## src/rtl/mitm_inject_sequencer.sv

```systemverilog
// mitm_inject_sequencer: one direction of the MITM fake bus path. Received words are
// transformed by the latched mode, queued, and replayed through the fake transmitter.
module mitm_inject_sequencer #(
   parameter int unsigned              NUM_DATA_BITS  = 8,
   parameter int unsigned              NUM_MITM_MODES = 3,
   parameter int unsigned              FIFO_DEPTH     = 4,
   parameter logic [NUM_DATA_BITS-1:0] MATCH_VALUE    = 8'h55,
   parameter logic [NUM_DATA_BITS-1:0] REPLACE_VALUE  = 8'hAA
) (
   input  logic                      sys_clk,
   input  logic                      rst,
   input  logic [NUM_MITM_MODES-1:0] mode_select,
   input  logic                      recv_new_data,
   input  logic [NUM_DATA_BITS-1:0]  real_recv_data,
   input  logic                      fake_send_ready,
   input  logic                      fake_send_done,
   output logic                      fake_select,
   output logic                      fake_send_start,
   output logic                      fake_keep_alive,
   output logic [NUM_DATA_BITS-1:0]  fake_send_data,
   output logic                      overflow
);

   localparam int unsigned PTR_W = $clog2(FIFO_DEPTH);
   localparam int unsigned CNT_W = $clog2(FIFO_DEPTH + 1);
   localparam logic [NUM_MITM_MODES-1:0] SEL_SUB = NUM_MITM_MODES'(2);
   localparam logic [NUM_MITM_MODES-1:0] SEL_INV = NUM_MITM_MODES'(4);

   typedef enum logic [1:0] {MODE_PASS = 2'd0, MODE_SUB = 2'd1, MODE_INV = 2'd2} mode_t;
   typedef enum logic {ST_IDLE = 1'b0, ST_WAIT_DONE = 1'b1} state_t;

   state_t                   r_state, w_state_next;
   mode_t                    r_active_mode, w_mode_req;
   logic [NUM_DATA_BITS-1:0] r_mem [FIFO_DEPTH];
   logic [PTR_W-1:0]         r_wr_ptr, r_rd_ptr;
   logic [CNT_W-1:0]         r_count, w_count_next;
   logic [NUM_DATA_BITS-1:0] r_send_data, w_xform_data;
   logic                     r_fake_select, r_send_start, r_keep_alive, r_overflow;
   logic                     w_empty, w_full, w_push_req, w_push, w_drop, w_launch, w_pop;

   // NOTE: every always_comb output gets a default first, so no path can infer a latch.
   always_comb begin
      w_mode_req = MODE_PASS;
      if (mode_select == SEL_SUB)      w_mode_req = MODE_SUB;
      else if (mode_select == SEL_INV) w_mode_req = MODE_INV;
   end

   always_comb begin
      w_xform_data = real_recv_data;
      case (r_active_mode)
         MODE_SUB: if (real_recv_data == MATCH_VALUE) w_xform_data = REPLACE_VALUE;
         MODE_INV: w_xform_data = ~real_recv_data;
         default:  w_xform_data = real_recv_data;
      endcase
   end

   assign w_empty    = (r_count == '0);
   assign w_full     = (r_count == CNT_W'(FIFO_DEPTH));
   assign w_push_req = recv_new_data && (r_active_mode != MODE_PASS);

   always_comb begin
      w_state_next = r_state;
      w_launch     = 1'b0;
      w_pop        = 1'b0;
      case (r_state)
         ST_IDLE: begin
            if (!w_empty && fake_send_ready) begin
               w_launch     = 1'b1;
               w_state_next = ST_WAIT_DONE;
            end
         end
         ST_WAIT_DONE: begin
            if (fake_send_done) begin
               w_pop        = 1'b1;
               w_state_next = ST_IDLE;
            end
         end
         default: w_state_next = ST_IDLE;
      endcase
   end

   // A pop in the same cycle frees the slot, so a push while full is still accepted.
   assign w_push       = w_push_req && (!w_full || w_pop);
   assign w_drop       = w_push_req && w_full && !w_pop;
   assign w_count_next = r_count + CNT_W'(w_push) - CNT_W'(w_pop);

   // NOTE: storage array has no reset; occupancy and pointers alone decide what is valid.
   always_ff @(posedge sys_clk) begin
      if (w_push) r_mem[r_wr_ptr] <= w_xform_data;
   end

   // NOTE: sequential state uses non-blocking assignments so all registers update together.
   always_ff @(posedge sys_clk or posedge rst) begin
      if (rst) begin
         r_wr_ptr <= '0;
         r_rd_ptr <= '0;
         r_count  <= '0;
      end else begin
         if (w_push) r_wr_ptr <= r_wr_ptr + PTR_W'(1);
         if (w_pop)  r_rd_ptr <= r_rd_ptr + PTR_W'(1);
         r_count <= w_count_next;
      end
   end

   always_ff @(posedge sys_clk or posedge rst) begin
      if (rst) r_state <= ST_IDLE;
      else     r_state <= w_state_next;
   end

   // The mode only changes between bursts, so queued words keep the transform they got.
   always_ff @(posedge sys_clk or posedge rst) begin
      if (rst) begin
         r_active_mode <= MODE_PASS;
         r_fake_select <= 1'b0;
      end else begin
         if ((r_state == ST_IDLE) && w_empty) r_active_mode <= w_mode_req;
         r_fake_select <= (r_active_mode != MODE_PASS);
      end
   end

   always_ff @(posedge sys_clk or posedge rst) begin
      if (rst) begin
         r_send_start <= 1'b0;
         r_send_data  <= '0;
         r_keep_alive <= 1'b0;
         r_overflow   <= 1'b0;
      end else begin
         r_send_start <= w_launch;
         r_overflow   <= w_drop;
         if (w_launch) r_send_data <= r_mem[r_rd_ptr];
         // Keep-alive spans the whole burst and drops only once the queue has drained.
         if (w_launch)                         r_keep_alive <= 1'b1;
         else if (w_pop && w_count_next == '0) r_keep_alive <= 1'b0;
      end
   end

   assign fake_select     = r_fake_select;
   assign fake_send_start = r_send_start;
   assign fake_keep_alive = r_keep_alive;
   assign fake_send_data  = r_send_data;
   assign overflow        = r_overflow;

endmodule

```

## config.mk

```make
export PLATFORM = sky130hd
export DESIGN_NAME = mitm_inject_sequencer
export DESIGN_NICKNAME = d
export VERILOG_FILES = /design/src/rtl/mitm_inject_sequencer.sv
export SDC_FILE = /design/constraint.sdc
export NUM_CORES = 1
export LEC_CHECK = 0
export ABC_AREA = 1
export CORE_MARGIN = 8
export CORE_UTILIZATION = 40
export DETAILED_ROUTE_END_ITERATION = 8
export PLACE_DENSITY = 0.63
export SYNTH_ARGS = -nofsm -noshare
export SYNTH_HDL_FRONTEND = slang
export SYNTH_SLANG_ARGS = --single-unit
```

## constraint.sdc

```tcl
create_clock -name sys_clk -period 4.3 [get_ports sys_clk]
set_input_delay 0.86 -clock sys_clk [delete_from_list [all_inputs] [get_ports sys_clk]]
set_output_delay 0.86 -clock sys_clk [all_outputs]
set_load 0.01 [all_outputs]
```

==> flow_summary.json <==
{
  "first_iter_violations": 137,
  "static_power_due_to_leakage_nw": 1.27,
  "synth_most_common_cell": "sky130_fd_sc_hd__nand2_1",
  "wire_length_of_the_first_global_routing_pass_um": 7820,
  "worst_ir_drop_vdd_mv": 0.233,
  "max_cap_viol_count": 0,
  "starting_density_of_the_core_pct": 40.5,
  "synth_area_per_cell_um2": 9.77,
  "cts.repair_timing.setup_buffer_count": 0,
  "vias_in_the_first_global_route": 1669,
  "synth_common_cells": "sky130_fd_sc_hd__nand2_1 (62), sky130_fd_sc_hd__nor2_1 (47), sky130_fd_sc_hd__edfxtp_1 (32)",
  "finalHoldViolations": 0,
  "routabilityCongestion": 0.746,
  "route.detailed.wl_per_inst_um": 12.0,
  "holdCritPathClass": "reg -> reg",
  "finalSetupTns_ps": 0,
  "r2r_start": "r_active_mode[0]",
  "cts_tree": "yes",
  "post_synth_main_area_contributors": "sky130_fd_sc_hd__edfxtp_1 (38%), sky130_fd_sc_hd__dfrtp_1 (22%), sky130_fd_sc_hd__nand2_1 (9.3%), sky130_fd_sc_hd__nor2_1 (7.0%), sky130_fd_sc_hd__ha_1 (4.5%)",
  "synth_cells": 257,
  "overflow": 0,
  "fmax_mhz": 348,
  "distinct_cell_type_count_of_the_synthesized_netlist": 24,
  "synth_top_area_share_pct": 38.3,
  "pre_cts_setup_slack_ps": 1090,
  "grt_util_all_layers_pct": 11.0,
  "crit_path_start_kind": "input pin",
  "cts.sinks": 54,
  "cts_repair_resize_count": 0,
  "post-route-util_pct": 47.0,
  "synth_flop_cell": "sky130_fd_sc_hd__edfxtp_1",
  "worst_setup_path_class": "in -> reg",
  "maximum_number_of_pins_on_one_net_before_global_route_repair": 23,
  "drive_above_1_share_pct": 7.29,
  "outcome": "complete, no violations",
  "routed_via_density": 4.50,
  "die-height_um": 95.2,
  "timing.critical_path.required_ps": 4490,
  "floorplan.core_area_mm2": 0.00620,
  "dr.pass1.iters": 4,
  "synthesis.nets": 283,
  "floorplan.die_area_mm2": 0.00907,
  "cts-root-to-sink-buffers": 2,
  "ioPinCount": 28,
  "antenna_violating_nets_left": 0,
  "root_buffer": "sky130_fd_sc_hd__clkbuf_8",
  "die-width_um": 95.2,
  "antennaDiodeCount": 0,
  "total_drc_errors_in_the_routed_layout": 0,
  "unrepaired_setup_endpoints_after_global_routing": "false",
  "power_frac_seq_pct": 47.1,
  "netSwitchingFraction_pct": 36.8,
  "power.switching_mw": 0.628,
  "number_of_synthesized_flops_with_an_enable_pin": 32,
  "placementRows": 29,
  "h-tree-depth": 2,
  "setup.worst_path.start": "fake_send_done",
  "biggest_area_consumer_among_synthesized_cells": "sky130_fd_sc_hd__edfxtp_1",
  "yosysWarningCount": 0,
  "grt_antenna_before_repair": 0,
  "p_int_mw": 1.08,
  "cp_max_fo": 8,
  "clock_insertion_delay_worst_skew_ps": 300,
  "hold-path-cell-count": 2,
  "area_growth_syn_to_layout_pct": 16.2,
  "io_buffer_count": 27,
  "worst-endpoint-arrival_ps": 3060,
  "max_slew_margin_pct": 44.7,
  "cp-end-kind": "flip-flop",
  "finish.net_count": 313,
  "cell_area_after_placement_mm2": 0.00284,
  "final_critical_path_setup_slack_ps": 1430,
  "report.final.slew_viol_count": 0,
  "timing_worst_slew_pin_value_ps": 828,
  "worst-r2r-cell-count": 14,
  "hold_path_startpoint": "fake_send_data[5]",
  "timing.hold.ws_ps": 483,
  "comb_power_share_pct": 37.4,
  "period_needed_ps": 2870,
  "wl_um": 4400,
  "clkTransAtPathRegs_ps": 90,
  "mappedNetlistArea_mm2": 0.00251,
  "synth-seq-area-share_pct": 60.2,
  "setup_viol_count_final": 0,
  "clkPwrFrac_pct": 15.4,
  "flip_flop_and_latch_count_after_synthesis": 54,
  "detail_placement_hpwl_um": 3270,
  "num_vias": 1642,
  "synthArstFlopShare_pct": 40.7,
  "post_layout_nonfiller_instances": 365,
  "timing.final.crit_share_pct": 66.8,
  "totalPowerFinal_mw": 1.71,
  "fin_worst_skew_ps": 8.43,
  "numCtsBuffers": 5,
  "cts.hold.buffers_added": 0,
  "layout.cell_area.non_filler_mm2": 0.00292,
  "nFillCells": 604,
  "power_density_mw_per_mm2": 585,
  "post-place-cells": 357
}
[path summary, 6_finish.rpt]
| path | to | slack (ps) |
|---|---|---|
| worst max-delay path | fake_keep_alive | 1430 |
| worst min-delay path | fake_send_data[5] | 480 |
| worst max register to register | fake_keep_alive | 1780 |
| worst min register to register | fake_send_data[5] | 480 |
| max in group asynchronous | r_active_mode[1] | 2770 |
| min in group asynchronous | r_state | 1020 |
[per-layer routing]
metal / wire (um) / vias up / track usage, %
li1: - / 881 / -
met4: 59 / 0 / 3.51
met3: 240 / 4 / 2.76
met2: 1970 / 33 / 17.7
met5: 0 / - / 0
met1: 2120 / 724 / 14.1
[placed cells by master, fill, tap and decap left out, types with 2 or more instances in the layout]
cell / Yosys / final
sky130_fd_sc_hd__clkbuf_8: 0 / 5
sky130_fd_sc_hd__o211ai_1: 3 / 3
sky130_fd_sc_hd__nand3_1: 8 / 8
sky130_fd_sc_hd__inv_1: 28 / 28
sky130_fd_sc_hd__xor2_1: 2 / 2
sky130_fd_sc_hd__o21ai_0: 13 / 13
sky130_fd_sc_hd__ha_1: 9 / 9
sky130_fd_sc_hd__nand2_2: 3 / 3
sky130_fd_sc_hd__nor3_1: 2 / 2
sky130_fd_sc_hd__o21ai_1: 9 / 9
sky130_fd_sc_hd__clkdlybuf4s50_1: 0 / 27
sky130_fd_sc_hd__inv_2: 2 / 2
sky130_fd_sc_hd__nor2_1: 47 / 47
sky130_fd_sc_hd__clkinv_2: 0 / 2
sky130_fd_sc_hd__nand2_1: 62 / 62
sky130_fd_sc_hd__or2_2: 4 / 4
sky130_fd_sc_hd__dfrtp_1: 22 / 22
sky130_fd_sc_hd__edfxtp_1: 32 / 32
[area by class of cell]
type | count | area (um2) | area share, %
Sequential cell | 54 | 1510 | 51.8
Clock inverter | 2 | 10.0 | 0.343
Timing Repair Buffer | 27 | 270 | 9.26
Inverter | 30 | 113 | 3.86
Multi-Input combinational cell | 169 | 846 | 29.0
Tap cell | 77 | 96.3 | 3.30
Clock buffer | 6 | 72.6 | 2.49
[worst max-delay path: stages]
cell and delay, ps:
sky130_fd_sc_hd__clkdlybuf4s50_1 490, sky130_fd_sc_hd__nand2_2 110, sky130_fd_sc_hd__nand3_2 120, sky130_fd_sc_hd__nand2_4 80, sky130_fd_sc_hd__ha_1 290, sky130_fd_sc_hd__inv_1 50, sky130_fd_sc_hd__ha_1 130, sky130_fd_sc_hd__inv_1 50
sky130_fd_sc_hd__fa_1 470, sky130_fd_sc_hd__inv_1 50, sky130_fd_sc_hd__nor3_1 160, sky130_fd_sc_hd__nand3_1 90, sky130_fd_sc_hd__nand2_1 60, sky130_fd_sc_hd__nand2_1 40
[cell families (layout without fill, tap and decap cells)]
kind of cell | Yosys count | after routing | synth area share (%)
AOI/OAI and AO/OA | 26 | 26 | 5.48
adders and majority gates | 10 | 10 | 5.28
xor gates and xnor gates | 2 | 2 | 0.698
and+or+nand+nor | 131 | 131 | 22.2
buffers and inverters | 34 | 65 | 6.13
DFF | 54 | 54 | 60.2
[power by group through the flow]
stage	combinational [mW]	clock (mW)	sequential, mW
after floorplan	0.472	0	0.792
after global placement	0.640	0	0.820
after detailed placement	0.651	0	0.821
after CTS	0.653	0.274	0.810
after global routing	0.742	0.297	0.826
final	0.640	0.263	0.806
[flip-flops by register name (all words and copies together), names as in the netlist]
register	cells
fake_keep_alive	1
fake_select	1
fake_send_data	8
fake_send_start	1
overflow	1
r_active_mode	2
r_count	3
r_mem	32
r_rd_ptr	2
r_state	1
r_wr_ptr	2
No activity file was read; power rests on OpenSTA's default activity.
==> patch, RTL diff (config.mk and constraints unchanged) <==
The parameter `FIFO_DEPTH` goes from 4 to 8.
--- a/src/rtl/mitm_inject_sequencer.sv
+++ b/src/rtl/mitm_inject_sequencer.sv
@@ -5,3 +5,3 @@
    parameter int unsigned              NUM_MITM_MODES = 3,
-   parameter int unsigned              FIFO_DEPTH     = 4,
+   parameter int unsigned              FIFO_DEPTH     = 8,
    parameter logic [NUM_DATA_BITS-1:0] MATCH_VALUE    = 8'h55,
Formal check against the unedited RTL: not equivalent (Yosys sat finds a counterexample within 10 cycles, from zero or initial values and one cycle with rst high).
==> patch against the original RTL <==
Count of clock-buffer cells in the layout grew 4; via count grew 71%; setup slack gained 0.11 ns; synthesized cell count grew 68%; sequential cell count grew 35; power grew 88%; cell area grew 60%; clock skew grew 0.0038 ns; cell count grew 64%; wire length grew 94%; fmax grew 4.1%; area after synthesis grew 65%; combinational power grew 100%; largest power group unchanged.
==> patch: results <==
export IMPL_cts_root_buffer="clkbuf_8"
export IMPL_crit_arrival_ns=3.00
export IMPL_drive_above_1_share_pct=6.263
export IMPL_pre_cts_slack_ns=1.179
export IMPL_dpl_hpwl_um=5911
export IMPL_hold_class="register to register"
export IMPL_nFillCells=965
export IMPL_numCtsBuffers=9
export IMPL_htree_levels=3
export IMPL_clockBufferDepth=2
export IMPL_grt_first_pass_wirelength_um=13900
export IMPL_synth_main_ff_cell="edfxtp_1"
export IMPL_synth_edff_count=64
export IMPL_ys_warn_count=0
export IMPL_synthArstFlopShare_pct=28.09
export IMPL_post_dp_cell_area_um2=4481
export IMPL_ir_drop_mv=0.2134
export IMPL_synth_fp_nets=458
export IMPL_nets=485
export IMPL_clock_skew_ns=0.01219
export IMPL_grt_max_degree=35
export IMPL_power_internal_uw=1926
export IMPL_synthTopCellsByArea="edfxtp_1 46%, dfrtp_1 15%, nand2_1 13%"
export IMPL_synth_common_cells="145 x nand2_1, 72 x inv_1, 64 x edfxtp_1, 54 x nand3_1, 25 x dfrtp_1"
export IMPL_grt_antenna_before_repair=0
export IMPL_grt_usage_pct=12.78
export IMPL_post_cts_buffers=0
export IMPL_synth_cell_types=24
export IMPL_drt_initial_drc_count=209
export IMPL_gp_congestion=0.7746
export IMPL_critPathKind="primary input to register"
export IMPL_max_slew_worst_pin_slew_ns=0.9582
export IMPL_regMostFlops="r_mem"
export IMPL_viasPerCell=4.689
export IMPL_cp_max_fo=6
export IMPL_insertion_delay_ns=0.36
export IMPL_status="completed"
export IMPL_yosysSeqAreaShare_pct=61.58
export IMPL_largest_reg_flops=64
export IMPL_routedWlPerCell_um=14.25
export IMPL_antenna_cells=0
export IMPL_grt_pass1_vias=2799
export IMPL_ctsResizeCount=0
export IMPL_leakage_uw=0.002119
export IMPL_clkSlewWorstSetupHoldPaths_ns=0.09
patch: through the flow:
| step | util [%] | std cells |
|---|---|---|
| after CTS | 45.82 | 599 |
| after global placement | 43.99 | 583 |
| after floorplan | - | 431 |
| after global routing | 45.82 | 599 |
| final | 45.82 | 599 |
| after detailed placement | 43.99 | 583 |
patch: kinds of logic after synthesis:
kind of cell	after synthesis	synth area share, %
xor+xnor	2	0.4235
simple gates	226	22.84
fa+ha+maj	11	3.509
buf+inv	89	9.680
flops	89	61.58
compound gates	14	1.966
patch: layout make-up:
cell class	count	area, um^2	area share (%)
well taps	136	170.2	3.646
clock buffers	10	148.9	3.190
clock inverters	6	37.54	0.8043
inverters	77	296.5	6.354
multi-input cells	253	1189	25.47
flip-flops and latches	89	2547	54.58
repair buffers	28	277.8	5.952
patch: path summary, 6_finish.rpt:
check | start | to | slack [ns] | depth (start not counted)
max | fake_send_done | fake_keep_alive | 1.54 | 17
min | fake_send_data[6] | fake_send_data[6] | 0.49 | 2
max reg2reg | r_active_mode[1] | fake_keep_alive | 1.88 | 18
min reg2reg | fake_send_data[6] | fake_send_data[6] | 0.49 | 2
max in group asynchronous | rst | r_wr_ptr[2] | 2.70 | 2
min in group asynchronous | rst | r_rd_ptr[2] | 1.01 | 2
patch: critical path: stages:
cell,delay (ns)
clkdlybuf4s50_1,0.49
nand2_2,0.12
nand3_2,0.11
nand2_2,0.07
inv_2,0.09
nand2_1,0.05
nand2_1,0.05
ha_1,0.15
inv_1,0.06
fa_1,0.47
inv_1,0.05
nor2_1,0.09
nand2_1,0.06
nor2_1,0.10
nand3_1,0.09
nand2_1,0.06
nand2_1,0.04
patch: routing by layer:
metal	vias to the layer above	track usage [%]	part of all wire (%)
met1	1305	16.28	44
met2	84	20.36	47
met4	0	6.485	1.6
li1	1412	-	-
met5	-	0	0
met3	8	2.446	6.6
patch: power groups by stage:
stage	sequential, uW	clock, uW	combinational (uW)
floorplan	1370	0	929
global placement	1400	0	1260
detailed placement	1400	0	1300
CTS	1390	556	1300
global route	1410	584	1460
finish	1380	542	1290
